**src/rtl/butterfly_in_xbar.sv**
```systemverilog
// -----------------------------------------------------------------------------
// butterfly_in_xbar
//   LANES x LANES input crossbar in front of the butterfly array. Each bank
//   read lane q[i] is steered to one operand port (u0,v0,u1,v1,...). The
//   per-lane selects are issued together with the bank read address and ride
//   a SEL_DELAY-deep delay line so that they meet the returning bank data.
//   An optional output register stage (OUT_REG) adds one cycle of latency.
//
//   Optional feature macro: BF_IN_COLLISION_CHK_EN
//     defined   : destination-collision flag and saturating counter are built
//     undefined : collision / collision_cnt are tied to 0
//
// Ports
//   clk            clock, rising edge
//   rst            asynchronous active-low reset
//   clr            synchronous flush of delay line, output stage and counter
//   sel_valid      sel/bypass valid this cycle (issued with bank address)
//   sel            lane i destination = sel[i*SEL_W +: SEL_W]
//   bypass         identity routing (lane i -> dest i), sel ignored
//   q              bank read data, lane i = q[i*DW +: DW]
//   dout           dest j = dout[j*DW +: DW]
//   dout_valid     dout holds a routed word
//   dout_mask      bit j set when dest j was driven by some lane
//   collision      two or more lanes targeted one dest (checker only)
//   collision_cnt  saturating count of colliding words (checker only)
// -----------------------------------------------------------------------------
module butterfly_in_xbar #(
    parameter int DW        = 12,
    parameter int LANES     = 4,
    parameter int SEL_W     = $clog2(LANES),
    parameter int SEL_DELAY = 1,
    parameter int OUT_REG   = 1,
    parameter int CNT_W     = 16
) (
    input  logic                   clk,
    input  logic                   rst,
    input  logic                   clr,
    input  logic                   sel_valid,
    input  logic [LANES*SEL_W-1:0] sel,
    input  logic                   bypass,
    input  logic [LANES*DW-1:0]    q,
    output logic [LANES*DW-1:0]    dout,
    output logic                   dout_valid,
    output logic [LANES-1:0]       dout_mask,
    output logic                   collision,
    output logic [CNT_W-1:0]       collision_cnt
);

    // Select delay line: stage SEL_DELAY-1 is aligned with q.
    logic                   r_vld [SEL_DELAY];
    logic                   r_byp [SEL_DELAY];
    logic [LANES*SEL_W-1:0] r_sel [SEL_DELAY];

    // NOTE: the delay line is only a few flops, so every stage (not just the
    // valid bits) is reset; that keeps simulation free of X on the select path.
    always_ff @(posedge clk or negedge rst) begin
        if (!rst) begin
            for (int k = 0; k < SEL_DELAY; k++) begin
                r_vld[k] <= 1'b0;
                r_byp[k] <= 1'b0;
                r_sel[k] <= '0;
            end
        end else begin
            // NOTE: non-blocking assignments let every stage sample the value
            // its predecessor held before this edge, forming a true shift.
            r_vld[0] <= sel_valid & ~clr;
            r_byp[0] <= bypass;
            r_sel[0] <= sel;
            for (int k = 1; k < SEL_DELAY; k++) begin
                r_vld[k] <= r_vld[k-1] & ~clr;
                r_byp[k] <= r_byp[k-1];
                r_sel[k] <= r_sel[k-1];
            end
        end
    end

    logic                   w_vld_d;
    logic                   w_byp_d;
    logic [LANES*SEL_W-1:0] w_sel_d;

    assign w_vld_d = r_vld[SEL_DELAY-1];
    assign w_byp_d = r_byp[SEL_DELAY-1];
    assign w_sel_d = r_sel[SEL_DELAY-1];

    // Routing: ascending lane order, so the highest-index lane wins a shared dest.
    logic [LANES*DW-1:0] w_route;
    logic [LANES-1:0]    w_mask;
    logic [SEL_W-1:0]    w_dst;

    always_comb begin
        // NOTE: every comb output gets a default before the loop; otherwise
        // dests that no lane touches would infer latches.
        w_route = '0;
        w_mask  = '0;
        w_dst   = '0;
        if (w_vld_d) begin
            for (int i = 0; i < LANES; i++) begin
                w_dst = w_byp_d ? SEL_W'(i) : w_sel_d[i*SEL_W +: SEL_W];
                w_route[w_dst*DW +: DW] = q[i*DW +: DW];
                w_mask[w_dst]           = 1'b1;
            end
        end
    end

    generate
        if (OUT_REG != 0) begin : g_oreg
            logic [LANES*DW-1:0] r_dout;
            logic [LANES-1:0]    r_mask;
            logic                r_valid;

            always_ff @(posedge clk or negedge rst) begin
                if (!rst) begin
                    r_dout  <= '0;
                    r_mask  <= '0;
                    r_valid <= 1'b0;
                end else if (clr) begin
                    r_dout  <= '0;
                    r_mask  <= '0;
                    r_valid <= 1'b0;
                end else begin
                    r_dout  <= w_route;
                    r_mask  <= w_mask;
                    r_valid <= w_vld_d;
                end
            end

            assign dout       = r_dout;
            assign dout_mask  = r_mask;
            assign dout_valid = r_valid;
        end else begin : g_ocomb
            assign dout       = w_route;
            assign dout_mask  = w_mask;
            assign dout_valid = w_vld_d;
        end
    endgenerate

`ifdef BF_IN_COLLISION_CHK_EN
    // LANES lanes map onto LANES dests, so two lanes share a dest exactly when
    // some dest is left undriven.
    logic             w_col;
    logic [CNT_W-1:0] r_cnt;

    assign w_col = w_vld_d & ~w_byp_d & (w_mask != {LANES{1'b1}});

    always_ff @(posedge clk or negedge rst) begin
        if (!rst) begin
            r_cnt <= '0;
        end else if (clr) begin
            r_cnt <= '0;
        end else if (w_col && (r_cnt != {CNT_W{1'b1}})) begin
            r_cnt <= r_cnt + CNT_W'(1);
        end
    end

    assign collision_cnt = r_cnt;

    generate
        if (OUT_REG != 0) begin : g_col_reg
            logic r_col;

            always_ff @(posedge clk or negedge rst) begin
                if (!rst) begin
                    r_col <= 1'b0;
                end else if (clr) begin
                    r_col <= 1'b0;
                end else begin
                    r_col <= w_col;
                end
            end

            assign collision = r_col;
        end else begin : g_col_comb
            assign collision = w_col;
        end
    endgenerate
`else
    assign collision     = 1'b0;
    assign collision_cnt = '0;
`endif

endmodule
```
**config.mk**
```make
export PLATFORM = sky130hd
export DESIGN_NAME = butterfly_in_xbar
export DESIGN_NICKNAME = d
export VERILOG_FILES = /design/src/rtl/butterfly_in_xbar.sv
export SDC_FILE = /design/constraint.sdc
export NUM_CORES = 1
export LEC_CHECK = 0
export ABC_AREA = 0
export CAP_MARGIN = 20
export CORE_UTILIZATION = 35
export CTS_CLUSTER_SIZE = 12
export DETAILED_ROUTE_END_ITERATION = 7
export PLACE_DENSITY_LB_ADDON = 0.15
export SLEW_MARGIN = 20
export SYNTH_ARGS = -nofsm -noshare
export SYNTH_HDL_FRONTEND = slang
export SYNTH_SLANG_ARGS = --single-unit
```
**constraint.sdc**
```tcl
create_clock -name clk -period 2.9 [get_ports clk]
set_input_delay 0.58 -clock clk [delete_from_list [all_inputs] [get_ports clk]]
set_output_delay 0.58 -clock clk [all_outputs]
set_load 0.005 [all_outputs]
```
==> impl_metrics.xml <==
<?xml version="1.0" encoding="UTF-8"?>
<metrics>
  <group name="power_and_ir_drop">
    <metric name="vdd_drop_max" unit="mV">0.277</metric>
    <metric name="leakage" unit="nW">3.38</metric>
    <metric name="p_total" unit="mW">2.92</metric>
    <metric name="pwr_density_cell" unit="mW/mm^2">358</metric>
  </group>
  <group name="drt">
    <metric name="met2RoutedLength" unit="um">14200</metric>
    <metric name="dr.first_iter.drc_count" unit="">951</metric>
    <metric name="final_wirelength" unit="um">29900</metric>
    <metric name="drt.antenna.violating_nets" unit="">0</metric>
    <metric name="routed-wl-met3" unit="um">2310</metric>
    <metric name="drt_pass1_iterations" unit="">6</metric>
    <metric name="topRoutingLayerUsed" unit="">met5</metric>
    <metric name="met1Wirelength" unit="um">12000</metric>
    <metric name="drt_drc_violations_left" unit="">0</metric>
    <metric name="detail_route.vias_per_cell" unit="">6.17</metric>
    <metric name="via_count" unit="">6950</metric>
    <metric name="wl_per_cell" unit="um">26.6</metric>
  </group>
  <group name="worst_setup_path">
    <metric name="setup.worst_path.start_class" unit="">flop</metric>
    <metric name="worst_ep_required_time" unit="ns">3.17</metric>
    <metric name="crit_path_cell_trace" unit="">or2_1 -&gt; inv_2 -&gt; buf_4 -&gt; ha_1 -&gt; nor4bb_1 -&gt; buf_4 -&gt; nand3b_1 -&gt; o21ai_0 -&gt; a221o_1</metric>
    <metric name="critical_path.max_fanout" unit="">13</metric>
    <metric name="crit_path_top_delay_cell" unit="">sky130_fd_sc_hd__dfrtp_2</metric>
    <metric name="critPathBufInv" unit="">3</metric>
    <metric name="critical_path.most_common_cell" unit="">sky130_fd_sc_hd__buf_4</metric>
    <metric name="ff2ff_setup_slack" unit="ns">0.09</metric>
    <metric name="rr_endpoint" unit="">dout[35]</metric>
    <metric name="rr_startpoint" unit="">r_byp</metric>
    <metric name="timing.critical_path.to_type" unit="">flop</metric>
    <metric name="worst_path_dominant_cell_family" unit="">simple AND/OR/NAND/NOR gates</metric>
    <metric name="ff2ff_path_depth" unit="">9</metric>
    <metric name="worstPathArrival" unit="ns">3.08</metric>
    <metric name="critPathMaxStageDelay" unit="ns">0.56</metric>
    <metric name="crit_type" unit="">flop to flop</metric>
  </group>
  <group name="final_layout">
    <metric name="postLayoutCoreUtil" unit="">0.491</metric>
    <metric name="count_of_nets_after_finishing" unit="">988</metric>
    <metric name="mostFrequentLayoutCells" unit="">sky130_fd_sc_hd__clkdlybuf4s50_1, sky130_fd_sc_hd__buf_4, sky130_fd_sc_hd__nand2_1</metric>
    <metric name="final_common_cell" unit="">sky130_fd_sc_hd__clkdlybuf4s50_1</metric>
    <metric name="layout-area-overhead-vs-synth" unit="%">36.9</metric>
    <metric name="drive_above_1_share" unit="">0.186</metric>
  </group>
  <group name="clocking">
    <metric name="postCtsSetupRepairBufs" unit="">0</metric>
    <metric name="tritoncts" unit="">done</metric>
    <metric name="cts_sinks" unit="">63</metric>
    <metric name="htree_levels" unit="">3</metric>
    <metric name="worst_setup_hold_path_clk_slew" unit="ns">0.05</metric>
    <metric name="ctsLongestPathBuffers" unit="">2</metric>
    <metric name="cts_hold_repair_buffers" unit="">0</metric>
    <metric name="cts_inserted_buffers" unit="">9</metric>
    <metric name="clock_insertion_delay_worst_skew" unit="ns">0.34</metric>
    <metric name="clock-root-buffer" unit="">sky130_fd_sc_hd__clkbuf_16</metric>
  </group>
  <group name="sta">
    <metric name="worst-slew-pin-transition" unit="ns">0.765</metric>
    <metric name="final.min_clock_period" unit="ns">2.81</metric>
    <metric name="relSlewSlack" unit="">0.490</metric>
    <metric name="worst_clock_skew" unit="ns">0.0105</metric>
    <metric name="timing_hold_violations_final" unit="">0</metric>
    <metric name="rsz0062_at_grt" unit="">false</metric>
    <metric name="timing_max_transition_violations_final" unit="">0</metric>
    <metric name="achievable-frequency" unit="MHz">356</metric>
    <metric name="final.period_utilization" unit="">0.968</metric>
    <metric name="setup_viol_count_final" unit="">0</metric>
  </group>
  <group name="die">
    <metric name="floorplan.io_pins" unit="">131</metric>
    <metric name="area_of_the_core" unit="sq mm">0.0166</metric>
    <metric name="initial_utilization" unit="">0.359</metric>
    <metric name="chipWidth" unit="um">133</metric>
    <metric name="die_height" unit="um">133</metric>
    <metric name="standard_cell_rows" unit="">47</metric>
    <metric name="die_area" unit="sq mm">0.0176</metric>
  </group>
  <group name="grt">
    <metric name="groute.usage.overall" unit="">0.342</metric>
    <metric name="global_route.overflow_total" unit="">0</metric>
    <metric name="grt_antenna_before_repair" unit="">3</metric>
    <metric name="grt_max_degree" unit="">34</metric>
    <metric name="first_pass_grt_wire_length" unit="um">43600</metric>
    <metric name="first_global_vias" unit="">6730</metric>
  </group>
  <group name="logic_synthesis">
    <metric name="ffs_w_async_s_r_synth" unit="">1.00</metric>
    <metric name="synthFlopType" unit="">sky130_fd_sc_hd__dfrtp_1</metric>
    <metric name="yosys.cell_types.count" unit="">82</metric>
    <metric name="synth_sequential_area_ratio" unit="">0.264</metric>
    <metric name="synth_enable_flop_cells" unit="">0</metric>
    <metric name="synth-seq-cells" unit="">63</metric>
    <metric name="postSynthAreaPerCell" unit="sq um">8.28</metric>
    <metric name="ys.warnings.count" unit="">0</metric>
    <metric name="syn-cell-area" unit="sq mm">0.00597</metric>
    <metric name="netlist_instances" unit="">721</metric>
  </group>
  <group name="place">
    <metric name="post-dp-hpwl" unit="um">24300</metric>
    <metric name="io_buffer_count" unit="">113</metric>
    <metric name="globalplace.congestion" unit="">1.08</metric>
  </group>
  <group name="outcome">
    <metric name="outcome" unit="">complete, no violations</metric>
  </group>
  <group name="worst_hold_path">
    <metric name="hold_path_class" unit="">primary input to async pin</metric>
  </group>
  <group name="run">
    <metric name="drv.max_cap_violation_count" unit="">0</metric>
  </group>
</metrics>
## kinds of logic after synthesis
group,Yosys count,synth area share
AO/OA/AOI/OAI,254,0.302
adder cells (fa/ha/maj),25,0.0524
buffers and inverters,85,0.0746
flip-flops,63,0.264
multiplexers,27,0.0478
other,1,0.000628
AND/OR/NAND/NOR,266,0.258
## sequential cells by signal (all words and copies together) (netlist names)
signal,cells
dout_valid,1
dout,48
r_sel,8
r_byp,1
dout_mask,4
r_vld,1
## power breakdown
group          switching (mW)  total [mW]  internal (mW)
Clock                   0.392        1.09          0.697
Combinational           0.547       0.919          0.372
Sequential             0.0142       0.915          0.901
## routing by layer
metal  vias up  GRT usage
met1      3335      0.425
li1       3068          -
met2       449      0.572
met5         -          0
met4         4      0.156
met3        94     0.0644
## worst register-to-register path: cells and delay by family (launching register included)
kind            cells  cell delay [ns]
compound gates      2             0.64
buf+inv             3             0.44
fa+ha+maj           1             0.28
simple gates        3             0.82
flops               1             0.56
## stage by stage
step	setup WS [ns]	hold slack, ns	std cells	area [sq um]	TNS [ns]
CTS	0.0418	0.328	1124	8160	0
global route	0.00777	0.371	1124	8170	0
floorplan	0.0818	0.284	737	6030	0
detailed placement	-0.151	0.678	1111	7860	-0.217
global placement	-0.0973	0.667	1111	7860	-0.0973
finish	0.0915	0.313	1126	8170	0
## cell type report
cell class                      count  area [sq um]
Antenna cell                        2          5.00
Clock buffer                       12           256
Clock inverter                      1          30.0
Fill cell                        1606          8470
Inverter                           22          82.6
Multi-Input combinational cell    589          4030
Sequential cell                    63          1580
Tap cell                          220           275
Timing Repair Buffer              217          1920
## Yosys cell counts, types with 8 or more instances
| library cell | instances | share of area |
|---|---|---|
| sky130_fd_sc_hd__mux2i_1 | 15 | 0.025 |
| sky130_fd_sc_hd__ha_1 | 25 | 0.052 |
| sky130_fd_sc_hd__inv_1 | 16 | 0.010 |
| sky130_fd_sc_hd__a22oi_1 | 29 | 0.036 |
| sky130_fd_sc_hd__o21a_1 | 8 | 0.010 |
| sky130_fd_sc_hd__buf_4 | 20 | 0.025 |
| sky130_fd_sc_hd__nor3_1 | 9 | 0.0075 |
| sky130_fd_sc_hd__a31oi_1 | 18 | 0.019 |
| sky130_fd_sc_hd__nor2b_1 | 16 | 0.017 |
| sky130_fd_sc_hd__nand2_1 | 73 | 0.046 |
| sky130_fd_sc_hd__dfrtp_1 | 63 | 0.26 |
| sky130_fd_sc_hd__nor4_1 | 13 | 0.014 |
| sky130_fd_sc_hd__mux2_2 | 12 | 0.023 |
| sky130_fd_sc_hd__a211oi_1 | 13 | 0.016 |
| sky130_fd_sc_hd__buf_2 | 15 | 0.013 |
| sky130_fd_sc_hd__nand3_1 | 20 | 0.017 |
| sky130_fd_sc_hd__nor2_1 | 35 | 0.022 |
| sky130_fd_sc_hd__o21ai_0 | 40 | 0.034 |
| sky130_fd_sc_hd__clkbuf_1 | 22 | 0.014 |
| sky130_fd_sc_hd__o211ai_1 | 11 | 0.014 |
| sky130_fd_sc_hd__nand2b_1 | 21 | 0.022 |
| sky130_fd_sc_hd__o2bb2ai_1 | 9 | 0.013 |
| sky130_fd_sc_hd__a21oi_1 | 46 | 0.039 |
| sky130_fd_sc_hd__a221oi_1 | 16 | 0.023 |
## repair_timing
item	CTS	global route
gates resized for setup	2	3
pin swaps	0	0
setup endpoints to repair	3	4
## worst max path at each step
| stage | start | to | slack [ns] | cells past startpoint |
|---|---|---|---|---|
| after floorplan | r_byp | dout[36] | 0.08 | 10 |
| after global placement | r_byp | dout[39] | -0.1 | 7 |
| after detailed placement | r_byp | dout[39] | -0.15 | 7 |
| after CTS | r_byp | dout[43] | 0.04 | 7 |
| after global routing | r_byp | dout[13] | 0.008 | 9 |
| final | r_byp | dout[35] | 0.09 | 9 |
No activity file was read; power rests on OpenSTA's default activity.
